## src/rtl/pdp11_irq_ctrl_if.sv

```systemverilog
// CPU I/O register bus between the PDP-11 core (master) and the interrupt controller (slave).
// Read data is registered in the slave and may be OR-ed with other devices' read data.
interface pdp11_irq_ctrl_if;
    logic [7:0]  io_addr;
    logic [15:0] io_wdata;
    logic        io_wen;
    logic [15:0] io_rdata;

    modport master (output io_addr, output io_wdata, output io_wen, input io_rdata);
    modport slave  (input io_addr, input io_wdata, input io_wen, output io_rdata);
endinterface

```

## src/rtl/pdp11_irq_ctrl.sv

```systemverilog
// Eight-line interrupt controller: synchronised sources, edge/level capture into PENDING,
// per-line masking and a memory-mapped register window with a priority readout.
module pdp11_irq_ctrl #(
    parameter logic [7:0] BASE_ADDR = 8'd32
) (
    input  logic             wb_clk_i,
    input  logic             rst_n,
    pdp11_irq_ctrl_if.slave  bus,
    input  logic [7:0]       src_in,
    output logic [7:0]       int_reqs,
    input  logic [7:0]       int_ack
);

    logic [7:0]  s0_q, s1_q, prev_q;
    logic [7:0]  mask_q, mask_d;
    logic [7:0]  edge_q, edge_d;
    logic [7:0]  pend_q, pend_d;
    logic [15:0] rdata_q, rdata_d;

    logic [7:0]  off;
    logic        in_win;
    logic        wr_mask, wr_edge, wr_w1c, wr_swset;
    logic [7:0]  set_bits, clr_bits, active;
    logic [15:0] highest;

    // Only the low byte of write data reaches any register.
    logic unused_wdata_hi;
    assign unused_wdata_hi = ^bus.io_wdata[15:8];

    function automatic logic [2:0] highest_idx(input logic [7:0] v);
        logic [2:0] idx;
        idx = 3'd0;
        for (int i = 0; i < 8; i++) begin
            if (v[i]) idx = i[2:0];
        end
        return idx;
    endfunction

    assign off    = bus.io_addr - BASE_ADDR;
    assign in_win = (bus.io_addr >= BASE_ADDR) && (off <= 8'd5);

    assign wr_mask  = bus.io_wen && in_win && (off == 8'd0);
    assign wr_edge  = bus.io_wen && in_win && (off == 8'd1);
    assign wr_w1c   = bus.io_wen && in_win && (off == 8'd2);
    assign wr_swset = bus.io_wen && in_win && (off == 8'd3);

    assign active   = pend_q & mask_q;
    assign int_reqs = active;
    assign highest  = {|active, 12'h000, highest_idx(active)};

    assign set_bits = (edge_q & s1_q & ~prev_q)
                    | (~edge_q & s1_q)
                    | (wr_swset ? bus.io_wdata[7:0] : 8'h00);
    assign clr_bits = int_ack | (wr_w1c ? bus.io_wdata[7:0] : 8'h00);

    always_comb begin
        mask_d  = wr_mask ? bus.io_wdata[7:0] : mask_q;
        edge_d  = wr_edge ? bus.io_wdata[7:0] : edge_q;
        // A set source in the same cycle as a clear source keeps the bit pending.
        pend_d  = (pend_q & ~clr_bits) | set_bits;
        rdata_d = rdata_q;
        if (!bus.io_wen) begin
            rdata_d = 16'h0000;
            if (in_win) begin
                case (off)
                    8'd0:    rdata_d = {8'h00, mask_q};
                    8'd1:    rdata_d = {8'h00, edge_q};
                    8'd2:    rdata_d = {8'h00, pend_q};
                    8'd4:    rdata_d = highest;
                    8'd5:    rdata_d = {8'h00, s1_q};
                    default: rdata_d = 16'h0000;
                endcase
            end
        end
    end

    always_ff @(posedge wb_clk_i or negedge rst_n) begin
        if (!rst_n) begin
            s0_q    <= 8'h00;
            s1_q    <= 8'h00;
            prev_q  <= 8'h00;
            mask_q  <= 8'h00;
            edge_q  <= 8'h00;
            pend_q  <= 8'h00;
            rdata_q <= 16'h0000;
        end else begin
            s0_q    <= src_in;
            s1_q    <= s0_q;
            prev_q  <= s1_q;
            mask_q  <= mask_d;
            edge_q  <= edge_d;
            pend_q  <= pend_d;
            rdata_q <= rdata_d;
        end
    end

    assign bus.io_rdata = rdata_q;

endmodule
```

## src/flat_wrapper.sv

```systemverilog
// flat-port wrapper written by rule: the top's interface ports become plain ports
module pdp11_irq_ctrl_flat 
#(
    parameter logic [7:0] BASE_ADDR = 8'd32
)
  (wb_clk_i, rst_n, src_in, int_reqs, int_ack, bus_io_addr, bus_io_wdata, bus_io_wen, bus_io_rdata);
  pdp11_irq_ctrl_if bus_i ();
  input  logic wb_clk_i;
  input  logic rst_n;
  input  logic [7:0] src_in;
  output logic [7:0] int_reqs;
  input  logic [7:0] int_ack;
  input wire logic [$bits(bus_i.io_addr)-1:0] bus_io_addr;
  input wire logic [$bits(bus_i.io_wdata)-1:0] bus_io_wdata;
  input wire logic [$bits(bus_i.io_wen)-1:0] bus_io_wen;
  output wire logic [$bits(bus_i.io_rdata)-1:0] bus_io_rdata;
  assign bus_i.io_addr = bus_io_addr;
  assign bus_i.io_wdata = bus_io_wdata;
  assign bus_i.io_wen = bus_io_wen;
  assign bus_io_rdata = bus_i.io_rdata;
  pdp11_irq_ctrl #(.BASE_ADDR(BASE_ADDR)) u_core (.wb_clk_i(wb_clk_i), .rst_n(rst_n), .bus(bus_i), .src_in(src_in), .int_reqs(int_reqs), .int_ack(int_ack));
endmodule
```

## config.mk

```make
export PLATFORM = sky130hd
export DESIGN_NAME = pdp11_irq_ctrl_flat
export DESIGN_NICKNAME = d
export VERILOG_FILES = /design/src/rtl/pdp11_irq_ctrl_if.sv /design/src/rtl/pdp11_irq_ctrl.sv /design/src/flat_wrapper.sv
export SDC_FILE = /design/constraint.sdc
export NUM_CORES = 1
export LEC_CHECK = 0
export ABC_AREA = 1
export BUFFER_PORTS_ARGS = -buffer_cell sky130_fd_sc_hd__buf_2
export CORE_UTILIZATION = 35
export CTS_BUF_LIST = sky130_fd_sc_hd__clkbuf_4 sky130_fd_sc_hd__clkbuf_8
export CTS_CLUSTER_DIAMETER = 80
export DETAILED_ROUTE_END_ITERATION = 7
export GPL_ROUTABILITY_DRIVEN = 0
export GPL_TIMING_DRIVEN = 1
export SLEW_MARGIN = 20
export SYNTH_ARGS = -nofsm -noshare
export SYNTH_HDL_FRONTEND = slang
export SYNTH_SLANG_ARGS = --single-unit
export TNS_END_PERCENT = 20
```

## constraint.sdc

```tcl
create_clock -name wb_clk_i -period 2.2 [get_ports wb_clk_i]
set_clock_uncertainty 0.2 [all_clocks]
set_input_delay 0.22 -clock wb_clk_i [delete_from_list [all_inputs] [get_ports wb_clk_i]]
set_output_delay 0.22 -clock wb_clk_i [all_outputs]
set_load 0.005 [all_outputs]
```

=== Word level (Yosys, flattened, before mapping) ===
Index checks and enable logic that the tools add are counted.

* Add/sub/neg operators: 1
* Magnitude comparators: 2
* Equal/unequal tests: 5
* Multiplexer cells: 11
* Bitwise logic cells: 12
* Reduce and logical (&&, ||, !) cells: 8

{| class="wikitable"
|+ Operators with widths
! cell !! count
|-
| 16-bit one-hot mux with 5 select lines || 1
|-
| 8-bit bitwise AND || 5
|-
| 8-bit bitwise OR || 4
|-
| 8-bit inverter || 3
|-
| 3-bit two-way mux || 6
|-
| 8-bit by 2-bit equality test with 1-bit output, second input constant || 2
|-
| 8-bit by 3-bit equality test with 1-bit output, second input constant || 2
|-
| 16-bit two-way mux || 1
|-
| 8-bit two-way mux || 2
|-
| 8-bit by 1-bit equality test with 1-bit output, second input constant || 1
|-
| 8-bit by 6-bit >= comparator with 1-bit output, second input constant || 1
|-
| 8-bit by 3-bit less-or-equal comparator with 1-bit output, second input constant || 1
|-
| 8-bit zero test || 1
|-
| 8-bit OR reduction || 1
|-
| 8-bit by 6-bit subtractor with 8-bit output, second input constant || 1
|-
| 1-bit logical AND || 6
|-
| 1-bit two-way mux || 1
|}

* Bits in registers: 64
* Bits of input ports: 43
* Logic and storage cells: 46

=== Logic depth before layout (Yosys ltp) ===
Gate-level depths: netlist of run 1.

* Depth in word-level cells: 10
* Mapped depth: 13

=== Worst setup path after synthesis of run 1 ===
OpenSTA, ideal clock, no wires.

* Path type: input to register
* Start: in bus_io_addr[5]
* End: reg u_core.mask_q[5]
* Library setup time: 121 ps
* Arrival: 1333 ps
* Data required time: 1879 ps
* Setup slack: 546 ps
* Stages: 10
* Path through: inv_1 ha_1 nand3_1 inv_2 nand2_4 nor3_4 nand2_2 buf_2 nand2_1 o21ai_1

* Cells in the longest elaborated chain, start to end: 5
* Elaborated cells between the ends (all ways): 7

{| class="wikitable"
|+ Ends and longest elaborated chain
! item !! RTL line !! source
|-
| from (decl) || flat_wrapper.sv:13 || <nowiki>input wire logic [$bits(bus_i.io_addr)-1:0] bus_io_addr;</nowiki>
|-
| 8-bit by 6-bit subtractor with 8-bit output || pdp11_irq_ctrl.sv:39 || <nowiki>assign off = bus.io_addr - BASE_ADDR;</nowiki>
|-
| 8-bit by 3-bit less-or-equal comparator with 1-bit output || pdp11_irq_ctrl.sv:40 || <nowiki>assign in_win = (bus.io_addr >= BASE_ADDR) && (off <= 8'd5);</nowiki>
|-
| 1-bit logical AND || pdp11_irq_ctrl.sv:40 ||
|-
| 1-bit logical AND || pdp11_irq_ctrl.sv:42 || <nowiki>assign wr_mask = bus.io_wen && in_win && (off == 8'd0);</nowiki>
|-
| 1-bit logical AND (*) || pdp11_irq_ctrl.sv:42 ||
|-
| to (signal assigned) || pdp11_irq_ctrl.sv:90 || <nowiki>mask_q <= mask_d;</nowiki>
|-
| to (decl) || pdp11_irq_ctrl.sv:15 || <nowiki>logic [7:0] mask_q, mask_d;</nowiki>
|}

Every way passes the cells marked *; elsewhere a longest branch is shown, timed or not.
A chain may end at the register's enable or synchronous reset.

=== Worst setup path after layout of run 1 ===
* Start: in bus_io_addr[5]
* End: reg u_core.pend_q[0]

* Cells in the longest elaborated chain, start to end: 10
* Elaborated cells between the ends (all ways): 16

{| class="wikitable"
|+ Ends and longest elaborated chain
! item !! RTL line !! source
|-
| 8-bit by 6-bit subtractor with 8-bit output || pdp11_irq_ctrl.sv:39 ||
|-
| 8-bit by 3-bit less-or-equal comparator with 1-bit output || pdp11_irq_ctrl.sv:40 ||
|-
| 1-bit logical AND || pdp11_irq_ctrl.sv:40 ||
|-
| 1-bit logical AND || pdp11_irq_ctrl.sv:44, pdp11_irq_ctrl.sv:45 ||
|-
| 1-bit logical AND || pdp11_irq_ctrl.sv:44 || <nowiki>assign wr_w1c = bus.io_wen && in_win && (off == 8'd2);</nowiki>
|-
| 8-bit two-way mux || pdp11_irq_ctrl.sv:54 || <nowiki>assign clr_bits = int_ack | (wr_w1c ? bus.io_wdata[7:0] : 8'h00);</nowiki>
|-
| 8-bit bitwise OR || pdp11_irq_ctrl.sv:54 ||
|-
| 8-bit inverter || pdp11_irq_ctrl.sv:60 || <nowiki>pend_d = (pend_q & ~clr_bits) | set_bits;</nowiki>
|-
| 8-bit bitwise AND || pdp11_irq_ctrl.sv:60 ||
|-
| 8-bit bitwise OR (*) || pdp11_irq_ctrl.sv:60 ||
|-
| via u_core.pend_d[0] || pdp11_irq_ctrl.sv:17 || <nowiki>logic [7:0] pend_q, pend_d;</nowiki>
|-
| to (signal assigned) || pdp11_irq_ctrl.sv:92 || <nowiki>pend_q <= pend_d;</nowiki>
|-
| to (decl) || pdp11_irq_ctrl.sv:17 ||
|}

The timed path passes the listed nets; every way through them passes the cells marked *.

==> results of run 1 <==
-- cell type report --
class / instances / area [um2]
Tap cell: 99 / 124
Inverter: 32 / 120
Fill cell: 767 / 3750
Multi-Input combinational cell: 221 / 1050
Timing Repair Buffer: 92 / 636
Clock inverter: 2 / 12.5
Clock buffer: 14 / 174
Sequential cell: 57 / 1430
-- power breakdown --
group	internal, W	total (W)	switching, W
registers	0.00108	0.00110	0.0000198
clock network	0.000506	0.000904	0.000397
logic	0.0000840	0.000177	0.0000930
total	0.00167	0.00218	0.000510
-- metrics by stage --
step           std cells  hold WS [ps]  util [%]  area [um2]
2_1_floorplan        323          -276         -        2680
3_3_place_gp         472         -27.1      41.9        3060
3_5_place_dp         472         -16.5      41.9        3060
4_1_cts              517          30.6      48.5        3530
5_1_grt              517          80.2      48.5        3540
6_report             517          54.6      48.5        3540
-- what timing repair did --
action	CTS	global route
hold endpoints to repair	53	0
setup endpoints to repair	0	2
hold buffers	29	0
setup buffers	0	0
resized for setup	0	1
-- worst min-delay path: cells and delay by family --
family	cells	cell delay, ps
simple gates	2	120
buf+inv	2	210
-- kinds of logic (layout without fill, tap and decap cells) --
kind of cell	Yosys count	count (layout)	share of synthesized area [%]
flops	57	57	53.6
compound gates	25	25	5.50
other cells	1	7	0.141
fa+ha+maj	1	1	0.470
simple gates	188	188	32.2
buf+inv	45	140	8.13
-- layer usage --
layer	share of wire, %	GRT usage, %	routed length, um	vias up
met1	49	24.4	3110	1069
met5	0	0	0	-
li1	-	-	-	1180
met4	2.7	11.0	174	0
met3	5.6	4.34	355	16
met2	43	26.8	2740	76
-- sequential cells by signal, summed over array words and instances, names as in the netlist --
name	count
u_core.bus.io_rdata	9
u_core.edge_q	8
u_core.mask_q	8
u_core.pend_q	8
u_core.prev_q	8
u_core.s0_q	8
u_core.s1_q	8
-- cells in the final DEF (no fill, tap or decap), drive strengths merged, types with 4 or more instances in the layout --
master / instances
clkbuf: 14
inv: 32
a21boi: 7
nor3: 4
nand4: 6
nor2: 28
nand3b: 7
nand3: 30
conb: 7
o21ai: 17
nand2: 113
dlygate4sd3: 29
dfrtp: 57
buf: 63
-- how the worst min path moves through the flow --
stage | start | end | slack (ps) | cells past startpoint
2_1_floorplan | rst_n | u_core.bus.io_rdata[0]$_DFFE_PN0N_ | -280 | 0
3_3_place_gp | rst_n | u_core.s0_q[7]$_DFF_PN0_ | -30 | 1
3_5_place_dp | rst_n | u_core.s0_q[7]$_DFF_PN0_ | -20 | 1
4_1_cts | bus_io_wen | u_core.bus.io_rdata[6]$_DFFE_PN0N_ | 30 | 4
5_1_grt | bus_io_wen | u_core.bus.io_rdata[4]$_DFFE_PN0N_ | 80 | 4
6_report | bus_io_wen | u_core.bus.io_rdata[0]$_DFFE_PN0N_ | 50 | 4
==> impl_metrics.toml, run 1 <==
[worst_setup_path]
worst-r2r-setup-slack_ps = 610
end_of_the_critical_path = "u_core.pend_q[0]$_DFF_PN0_"
r2r_end = "u_core.bus.io_rdata[15]$_DFFE_PN0N_"
worstPathMaxFanout = 7
worst_ep_required_ps = 2220
criticalPathCategory = "input pin to flip-flop"
critPathBufInv = 4
slowest_delay_ps = 550
critical_path.startpoint_type = "input pin"
cpLargestDelayFamily = "simple AND/OR/NAND/NOR gates"
critPathSlowestCell = "dlygate4sd3_1"
cp_data_arrival_time_ps = 2070
worstPathCellList = "buf_2 -> inv_1 -> ha_1 -> nand3_1 -> inv_2 -> nand2_4 -> nor3_4 -> nand3_1 -> nand2_1 -> nand3_1 -> dlygate4sd3_1"
critical_path_depth = 11
r2r_start = "u_core.pend_q[6]$_DFF_PN0_"
crit_path_start = "bus_io_addr[5]"
worst-r2r-cell-count = 6
worst_path_most_repeated_cell = "nand3_1"
critical_path_end_type = "flip-flop"

[global_route]
first_global_vias = 2215
globalRouteOverflowTotal = 0
global_route_wire_length_before_repair_um = 10600
grt_antenna_before_repair = 0
globalRouteTotalUtil_pct = 18.2
largest_net_degree_at_the_start_of_global_routing = 22

[die]
fp.dieH_um = 89.2
placement_rows = 31
initial_standard_cell_utilization_of_the_core_pct = 36.5
fp.dieArea_mm2 = 0.00796
pin_count = 67
core_area_mm2 = 0.00729
chipWidth_um = 89.2

[routing]
routed_wire_length_per_instance_um = 12.3
antenna_violating_nets_left = 0
drc = 0
routed-via-count = 2341
drt_wirelength_um = 6380
post_drt_via_cell_ratio = 4.53
first_pass_iteration_count_of_the_detailed_router = 4
drtIter0Drc = 123

[power_and_ir_drop]
irDropWorstVdd_mv = 0.298
powerDensity_mw_per_mm2 = 617
power.total_w = 0.00218
p_leak_nw = 1.90

[placement]
dpl.hpwl_um = 4530
dpl_worst_slack_ps = 149
port_buffers = 51

[synthesis]
yosysWarnings = 0
asyncSetResetFlopFracSynth_pct = 100
synthTopCellsByCount = "nand2_1 (109), dfrtp_1 (57), nand3_1 (29)"
synth.avg_cell_area_um2 = 8.40
post_synth_instance_area_mm2 = 0.00266
yosys.area.top_type = "dfrtp_1"
netlist_instances = 317
synth_most_common_cell = "nand2_1"
postSynthRegisterBits = 57
ys.flop_type = "dfrtp_1"
synth-edff-count = 0
synth.yosys.seq_area_share_pct = 53.6
synth_cell_types = 25
yosys.area.top_type_share_pct = 53.6
yosys-top-cells-area = "dfrtp_1 (54%), nand2_1 (15%), nand3_1 (5.5%)"

[cts]
cts_tree = "built"
clock_sinks = 57
ctsLongestPathBuffers = 2
deepest_level_of_the_cts_h_tree = 3
clock_insertion_delay_worst_skew_ps = 330
clockRootBuffer = "clkbuf_8"
cts.reportedPaths.clkPinSlew_ps = 70
tritoncts.num_buffers = 9

[timing]
final_min_period_over_clock_period_pct = 93.1
timing.final.setup_violations = 0
grt_setup_unrepaired = "false"
period_minus_slack_ps = 2050
final.setup.tns_ps = 0
finalWorstSetupSlack_ps = 152
final-max-slew-violation-count = 0
fmax_mhz = 488
finalHoldViolations = 0

[layout]
nets = 457
n_antenna_cell = 0
final_layout_size_suffix_gt1_share_pct = 22.5
syn_to_final_growth_pct = 33.0

[job]
cap_viol_max_count = 0

[status]
run_status = "completed"

[worst_hold_path]
min_path_type = "input pin to flip-flop"
No activity file was read; power rests on OpenSTA's default activity.
==> run 2: changes to the inputs <==
--- a/config.mk
+++ b/config.mk
@@ -5,7 +5,6 @@
 export SDC_FILE = /design/constraint.sdc
 export NUM_CORES = 1
 export LEC_CHECK = 0
-export ABC_AREA = 1
 export BUFFER_PORTS_ARGS = -buffer_cell sky130_fd_sc_hd__buf_2
 export CORE_UTILIZATION = 35
 export CTS_BUF_LIST = sky130_fd_sc_hd__clkbuf_4 sky130_fd_sc_hd__clkbuf_8
==> impl_metrics.toml, run 2 <==
[synthesis]
yosys.area.top_type_share_pct = 55.8
synth_cell_types = 42
postSynthRegisterBits = 57
synth.avg_cell_area_um2 = 11.7
synth_most_common_cell = "dfrtp_1"
ys.flop_type = "dfrtp_1"
asyncSetResetFlopFracSynth_pct = 100
synthTopCellsByCount = "dfrtp_1 (57), nand2_1 (25), a21oi_1 (17), mux2_2 (17), nand2b_1 (11)"
synth.yosys.seq_area_share_pct = 55.8
yosys-top-cells-area = "dfrtp_1 (56%), mux2_2 (7.5%), nand2_1 (3.7%)"
yosysWarnings = 0
netlist_instances = 218
synth-edff-count = 0
post_synth_instance_area_mm2 = 0.00255
yosys.area.top_type = "dfrtp_1"

[layout]
n_fill_cell = 686
largest_reg_flops = 9
mostFrequentLayoutCells = "dfrtp_1 (57), buf_2 (51), nand2_1 (25)"
regArea_mm2 = 0.00143
n_antenna_cell = 0
final_design_area_no_fill_mm2 = 0.00339
final_layout_size_suffix_gt1_share_pct = 34.2
most_common_cell_after_layout_fill_and_taps_aside = "dfrtp_1"
syn_to_final_growth_pct = 32.8
nets = 353
multi_input_area_mm2 = 0.00103

[routing]
antenna_violating_nets_left = 0
drt_wirelength_um = 5930
drtIter0Drc = 150
routed_wire_length_per_instance_um = 14.5
first_pass_iteration_count_of_the_detailed_router = 4
drc = 0
post_drt_via_cell_ratio = 4.80
routed-via-count = 1964

[worst_hold_path]
timing.hold.worst_path_depth = 4
min_path_type = "input pin to flip-flop"
hold-path-endpoint = "u_core.bus.io_rdata[3]$_DFFE_PN0N_"
worstHoldStart = "bus_io_wen"

[worst_setup_path]
critical_path_end_type = "flip-flop"
critPathSlowestCell = "mux2_2"
critPathBufInv = 4
worst_ep_required_ps = 2210
critical_path.startpoint_type = "input pin"
worstPathMaxFanout = 3
criticalPathCategory = "input pin to flip-flop"
worstPathCellList = "buf_2 -> inv_1 -> ha_1 -> nand4bb_1 -> nor4b_1 -> buf_4 -> and2_1 -> buf_4 -> mux2_2"
r2r_start = "u_core.pend_q[4]$_DFF_PN0_"
worst-r2r-cell-count = 5
worst-r2r-setup-slack_ps = 380
cp_data_arrival_time_ps = 1930
cpLargestDelayFamily = "simple AND/OR/NAND/NOR gates"
slowest_delay_ps = 320
worst_path_most_repeated_cell = "buf_4"
r2r_end = "u_core.bus.io_rdata[15]$_DFFE_PN0N_"

[global_route]
grt_antenna_before_repair = 0
first_global_vias = 1915
global_route_wire_length_before_repair_um = 9660
globalRouteTotalUtil_pct = 17.5
globalRouteOverflowTotal = 0
largest_net_degree_at_the_start_of_global_routing = 34

[cts]
clockRootBuffer = "clkbuf_8"
cts.reportedPaths.clkPinSlew_ps = 60
number_of_resized_instances_in_the_post_cts_repair_step = 0
post_cts.repair.setup_buffers = 0
deepest_level_of_the_cts_h_tree = 3
tritoncts.num_buffers = 9
clock_sinks = 57
cts_tree = "built"
clock_insertion_delay_worst_skew_ps = 330
ctsLongestPathBuffers = 2

[status]
run_status = "completed"

[die]
pin_count = 67
core_area_mm2 = 0.00691
fp.dieArea_mm2 = 0.00765
initial_standard_cell_utilization_of_the_core_pct = 37.0
chipWidth_um = 87.4
fp.dieH_um = 87.4
placement_rows = 30

[power_and_ir_drop]
irDropWorstVdd_mv = 0.356
p_leak_nw = 1.68
power.total_w = 0.00232
powerDensity_mw_per_mm2 = 684

[timing]
fmax_mhz = 522
tightest_slew_margin_relative_to_the_limit_pct = 60.7
final_min_period_over_clock_period_pct = 87.1
hold-worst-slack_ps = 119
period_minus_slack_ps = 1920
timing.final.setup_violations = 0
finalHoldViolations = 0
tightestPinTransition_ps = 590
grt_setup_unrepaired = "false"
final-max-slew-violation-count = 0

[placement]
port_buffers = 51
dpl.hpwl_um = 4250
post_dp_cell_area_mm2 = 0.00302

[job]
cap_viol_max_count = 0
[run 2: cell types whose count changed after synthesis, moves of 21 or more]
cell,previous run,this run
nand2_1,109,25
nand3_1,29,1
nor2_1,25,3
inv_1,28,7
[run 2: worst reg2reg max path: cells and delay by family, from the launching register on]
kind | cells | cell delay, ps
compound gates | 1 | 170
flops | 1 | 390
simple gates | 4 | 940
[run 2: cell type report]
| class | instances | area share (%) |
|---|---|---|
| flip-flops and latches | 57 | 42.0 |
| well taps | 96 | 3.54 |
| multi-input cells | 145 | 30.2 |
| clock inverters | 3 | 1.18 |
| repair buffers | 89 | 17.6 |
| inverters | 7 | 0.774 |
| clock buffers | 12 | 4.68 |
[run 2: cell families (layout without fill, tap and decap cells)]
logic type      count (synthesis)  after routing  share of synthesized area (%)
flops                          57             57                           55.8
buf+inv                        22            111                           4.90
fa+ha+maj                       1              1                          0.490
compound gates                 49             49                           13.4
xor+xnor                        1              1                          0.343
simple gates                   64             64                           15.1
mux                            23             23                           9.84
other cells                     1              7                          0.147
[run 2: worst max-delay path by stage]
| stage | end | slack [ps] | start | depth (start not counted) |
|---|---|---|---|---|
| 3_5_place_dp | u_core.edge_q[4]$_DFFE_PN0P_ | -40 | bus_io_addr[5] | 9 |
| 4_1_cts | u_core.edge_q[2]$_DFFE_PN0P_ | 280 | bus_io_addr[5] | 9 |
| 3_3_place_gp | u_core.edge_q[2]$_DFFE_PN0P_ | -30 | bus_io_addr[5] | 9 |
| 6_report | u_core.edge_q[2]$_DFFE_PN0P_ | 280 | bus_io_addr[5] | 9 |
| 5_1_grt | u_core.edge_q[1]$_DFFE_PN0P_ | 130 | bus_io_addr[5] | 9 |
| 2_1_floorplan | u_core.edge_q[0]$_DFFE_PN0P_ | 240 | bus_io_addr[5] | 7 |
[run 2: metal layers]
| layer | GRT usage (%) | vias up | part of all wire [%] |
|---|---|---|---|
| met5 | 0 | - | 0 |
| met4 | 9.69 | 0 | 1.2 |
| met2 | 25.9 | 55 | 48 |
| met1 | 23.5 | 946 | 46 |
| met3 | 4.27 | 6 | 5.0 |
| li1 | - | 957 | - |
[run 2: where the power goes]
group,internal [W],total (W),leakage [nW],switching [W]
registers,0.00109,0.00112,0.713,0.0000296
logic,0.000109,0.000214,0.865,0.000105
clock network,0.000587,0.000982,0.106,0.000395
total,0.00179,0.00232,1.68,0.000530
[run 2: through the flow]
step | std cells | util, % | setup TNS [ps] | worst slack (ps)
floorplan | 224 | - | 0 | 236
global placement | 377 | 43.8 | -205 | -33.6
detailed placement | 377 | 43.8 | -282 | -42.5
CTS | 409 | 49.1 | 0 | 282
global route | 409 | 49.1 | 0 | 131
finish | 409 | 49.1 | 0 | 284
[run 2: repair_timing]
action | 4_1_cts | 5_1_grt
endpoints found under the setup margin | 0 | 0
hold buffers | 17 | 0
endpoints found under the hold margin | 56 | 0
==> run 3: changes to the inputs <==
--- a/config.mk
+++ b/config.mk
@@ -12,6 +12,7 @@
 export DETAILED_ROUTE_END_ITERATION = 7
 export GPL_ROUTABILITY_DRIVEN = 0
 export GPL_TIMING_DRIVEN = 1
+export PLACE_DENSITY = 0.64
 export SLEW_MARGIN = 20
 export SYNTH_ARGS = -nofsm -noshare
 export SYNTH_HDL_FRONTEND = slang
==> impl_metrics.toml, run 3 (synthesis gave the netlist of run 2 again) <==
[routing]
routed_wire_length_per_instance_um = 14.3
post_drt_via_cell_ratio = 4.87
drtIter0Drc = 106
routed-via-count = 1986
antenna_violating_nets_left = 0
drc = 0
drt_wirelength_um = 5840
first_pass_iteration_count_of_the_detailed_router = 4

[timing]
tightest_slew_margin_relative_to_the_limit_pct = 58.0
period_minus_slack_ps = 1870
finalHoldViolations = 0
hold-worst-slack_ps = 115
grt_setup_unrepaired = "false"
final-max-slew-violation-count = 0
final_min_period_over_clock_period_pct = 85.2
tightestPinTransition_ps = 630
timing.final.setup_violations = 0
fmax_mhz = 534

[layout]
nets = 351
most_common_cell_after_layout_fill_and_taps_aside = "dfrtp_1"
syn_to_final_growth_pct = 32.5
n_antenna_cell = 0
largest_reg_flops = 9
postLayoutCoreUtil_pct = 49.0
final_layout_size_suffix_gt1_share_pct = 34.0
mostFrequentLayoutCells = "dfrtp_1 (57), buf_2 (51), nand2_1 (25)"

[worst_setup_path]
critical_path.startpoint_type = "input pin"
crit_path_start = "bus_io_addr[5]"
worst_path_most_repeated_cell = "buf_4"
critical_path_end_type = "flip-flop"
worstPathCellList = "buf_2 -> inv_1 -> ha_1 -> nand4bb_1 -> nor4b_1 -> buf_4 -> and2_1 -> buf_4 -> mux2_2"
worst-r2r-cell-count = 5
critPathSlowestCell = "mux2_2"
worst_ep_required_ps = 2220
slowest_delay_ps = 350
r2r_end = "u_core.bus.io_rdata[15]$_DFFE_PN0N_"
r2r_start = "u_core.pend_q[4]$_DFF_PN0_"
cp_data_arrival_time_ps = 1890
worst-r2r-setup-slack_ps = 480
criticalPathCategory = "input pin to flip-flop"
worstPathMaxFanout = 5

[global_route]
largest_net_degree_at_the_start_of_global_routing = 32
globalRouteOverflowTotal = 0
first_global_vias = 1961
globalRouteTotalUtil_pct = 17.3
grt_antenna_before_repair = 0
global_route_wire_length_before_repair_um = 9560

[cts]
tritoncts.num_buffers = 9
clock_insertion_delay_worst_skew_ps = 330
clock_sinks = 57
ctsLongestPathBuffers = 2
clockRootBuffer = "clkbuf_8"
cts.reportedPaths.clkPinSlew_ps = 70
deepest_level_of_the_cts_h_tree = 3
cts_tree = "built"
number_of_resized_instances_in_the_post_cts_repair_step = 0

[status]
run_status = "completed"

[placement]
dpl.hpwl_um = 4170
port_buffers = 51

[power_and_ir_drop]
power.share.switching_pct = 23.3
power_switching_w = 0.000541
internal-power_w = 0.00178
irDropWorstVdd_mv = 0.312
p_seq_share_pct = 48.4
combPwrFrac_pct = 9.2
powerDensity_mw_per_mm2 = 686
p_leak_nw = 1.66
share_of_total_power_in_the_clock_network_pct = 42.4

[die]
pin_count = 67
placement_rows = 30
fp.dieArea_mm2 = 0.00765
chipWidth_um = 87.4
fp.dieH_um = 87.4
initial_standard_cell_utilization_of_the_core_pct = 37.0
core_area_mm2 = 0.00691

[worst_hold_path]
worstHoldStart = "bus_io_wen"
min_path_type = "input pin to flip-flop"
hold-path-endpoint = "u_core.bus.io_rdata[7]$_DFFE_PN0N_"
timing.hold.worst_path_depth = 4

[job]
cap_viol_max_count = 0
run 3: cell count changes in the layout (fill, tap and decap cells not counted):
cell	before	now
clkbuf_8	11	10
clkinv_2	2	0
buf_4	20	18
clkbuf_4	1	2
clkinvlp_4	0	3
run 3: metrics by stage:
step / worst slack (ps) / TNS (ps) / instance area [um2] / instances / power (W)
6_report: 326 / 0 / 3380 / 408 / 0.00232
5_1_grt: 167 / 0 / 3380 / 408 / 0.00243
4_1_cts: 311 / 0 / 3380 / 408 / 0.00235
3_5_place_dp: -23.2 / -124 / 3010 / 375 / 0.00134
3_3_place_gp: 29.9 / 0 / 3010 / 375 / 0.00133
2_1_floorplan: 236 / 0 / 2580 / 224 / 0.00124
run 3: power groups by stage:
stage / combinational [W] / sequential [W] / clock, W
6_report: 0.000213 / 0.00112 / 0.000985
5_1_grt: 0.000241 / 0.00113 / 0.00106
4_1_cts: 0.000216 / 0.00112 / 0.00101
3_5_place_dp: 0.000193 / 0.00114 / 0
3_3_place_gp: 0.000189 / 0.00114 / 0
2_1_floorplan: 0.000108 / 0.00113 / 0
run 3: cell type report:
cell class | count | area [um2]
Tap cell | 96 | 120
Timing Repair Buffer | 87 | 581
Inverter | 7 | 26.3
Clock buffer | 12 | 153
Multi-Input combinational cell | 145 | 1030
Sequential cell | 57 | 1430
Clock inverter | 4 | 52.6
Fill cell | 674 | 3520
run 3: repair_timing:
item,4_1_cts,5_1_grt
buffers inserted,0,0
hold buffers,17,0
hold endpoints to repair,58,0
run 3: how the worst max path moves through the flow:
stage | cells after the start | slack [ps] | to
4_1_cts | 10 | 310 | u_core.pend_q[6]$_DFF_PN0_
2_1_floorplan | 7 | 240 | u_core.edge_q[0]$_DFFE_PN0P_
3_5_place_dp | 10 | -20 | u_core.pend_q[7]$_DFF_PN0_
3_3_place_gp | 8 | 30 | u_core.bus.io_rdata[15]$_DFFE_PN0N_
5_1_grt | 10 | 170 | u_core.pend_q[7]$_DFF_PN0_
6_report | 9 | 330 | u_core.edge_q[3]$_DFFE_PN0P_
run 3: worst max-delay path: cells and delay by family:
kind | cells | cell delay [ps]
buf+inv | 4 | 480
mux | 1 | 350
fa+ha+maj | 1 | 290
simple gates | 3 | 550
run 3: layer usage:
layer	track usage (%)	vias to the layer above	share of wire (%)	wire [um]
met5	0	-	0	0
met3	4.45	9	4.5	263
met1	23.6	976	47	2730
li1	-	952	-	-
met4	7.90	0	1.5	87
met2	25.7	49	47	2760
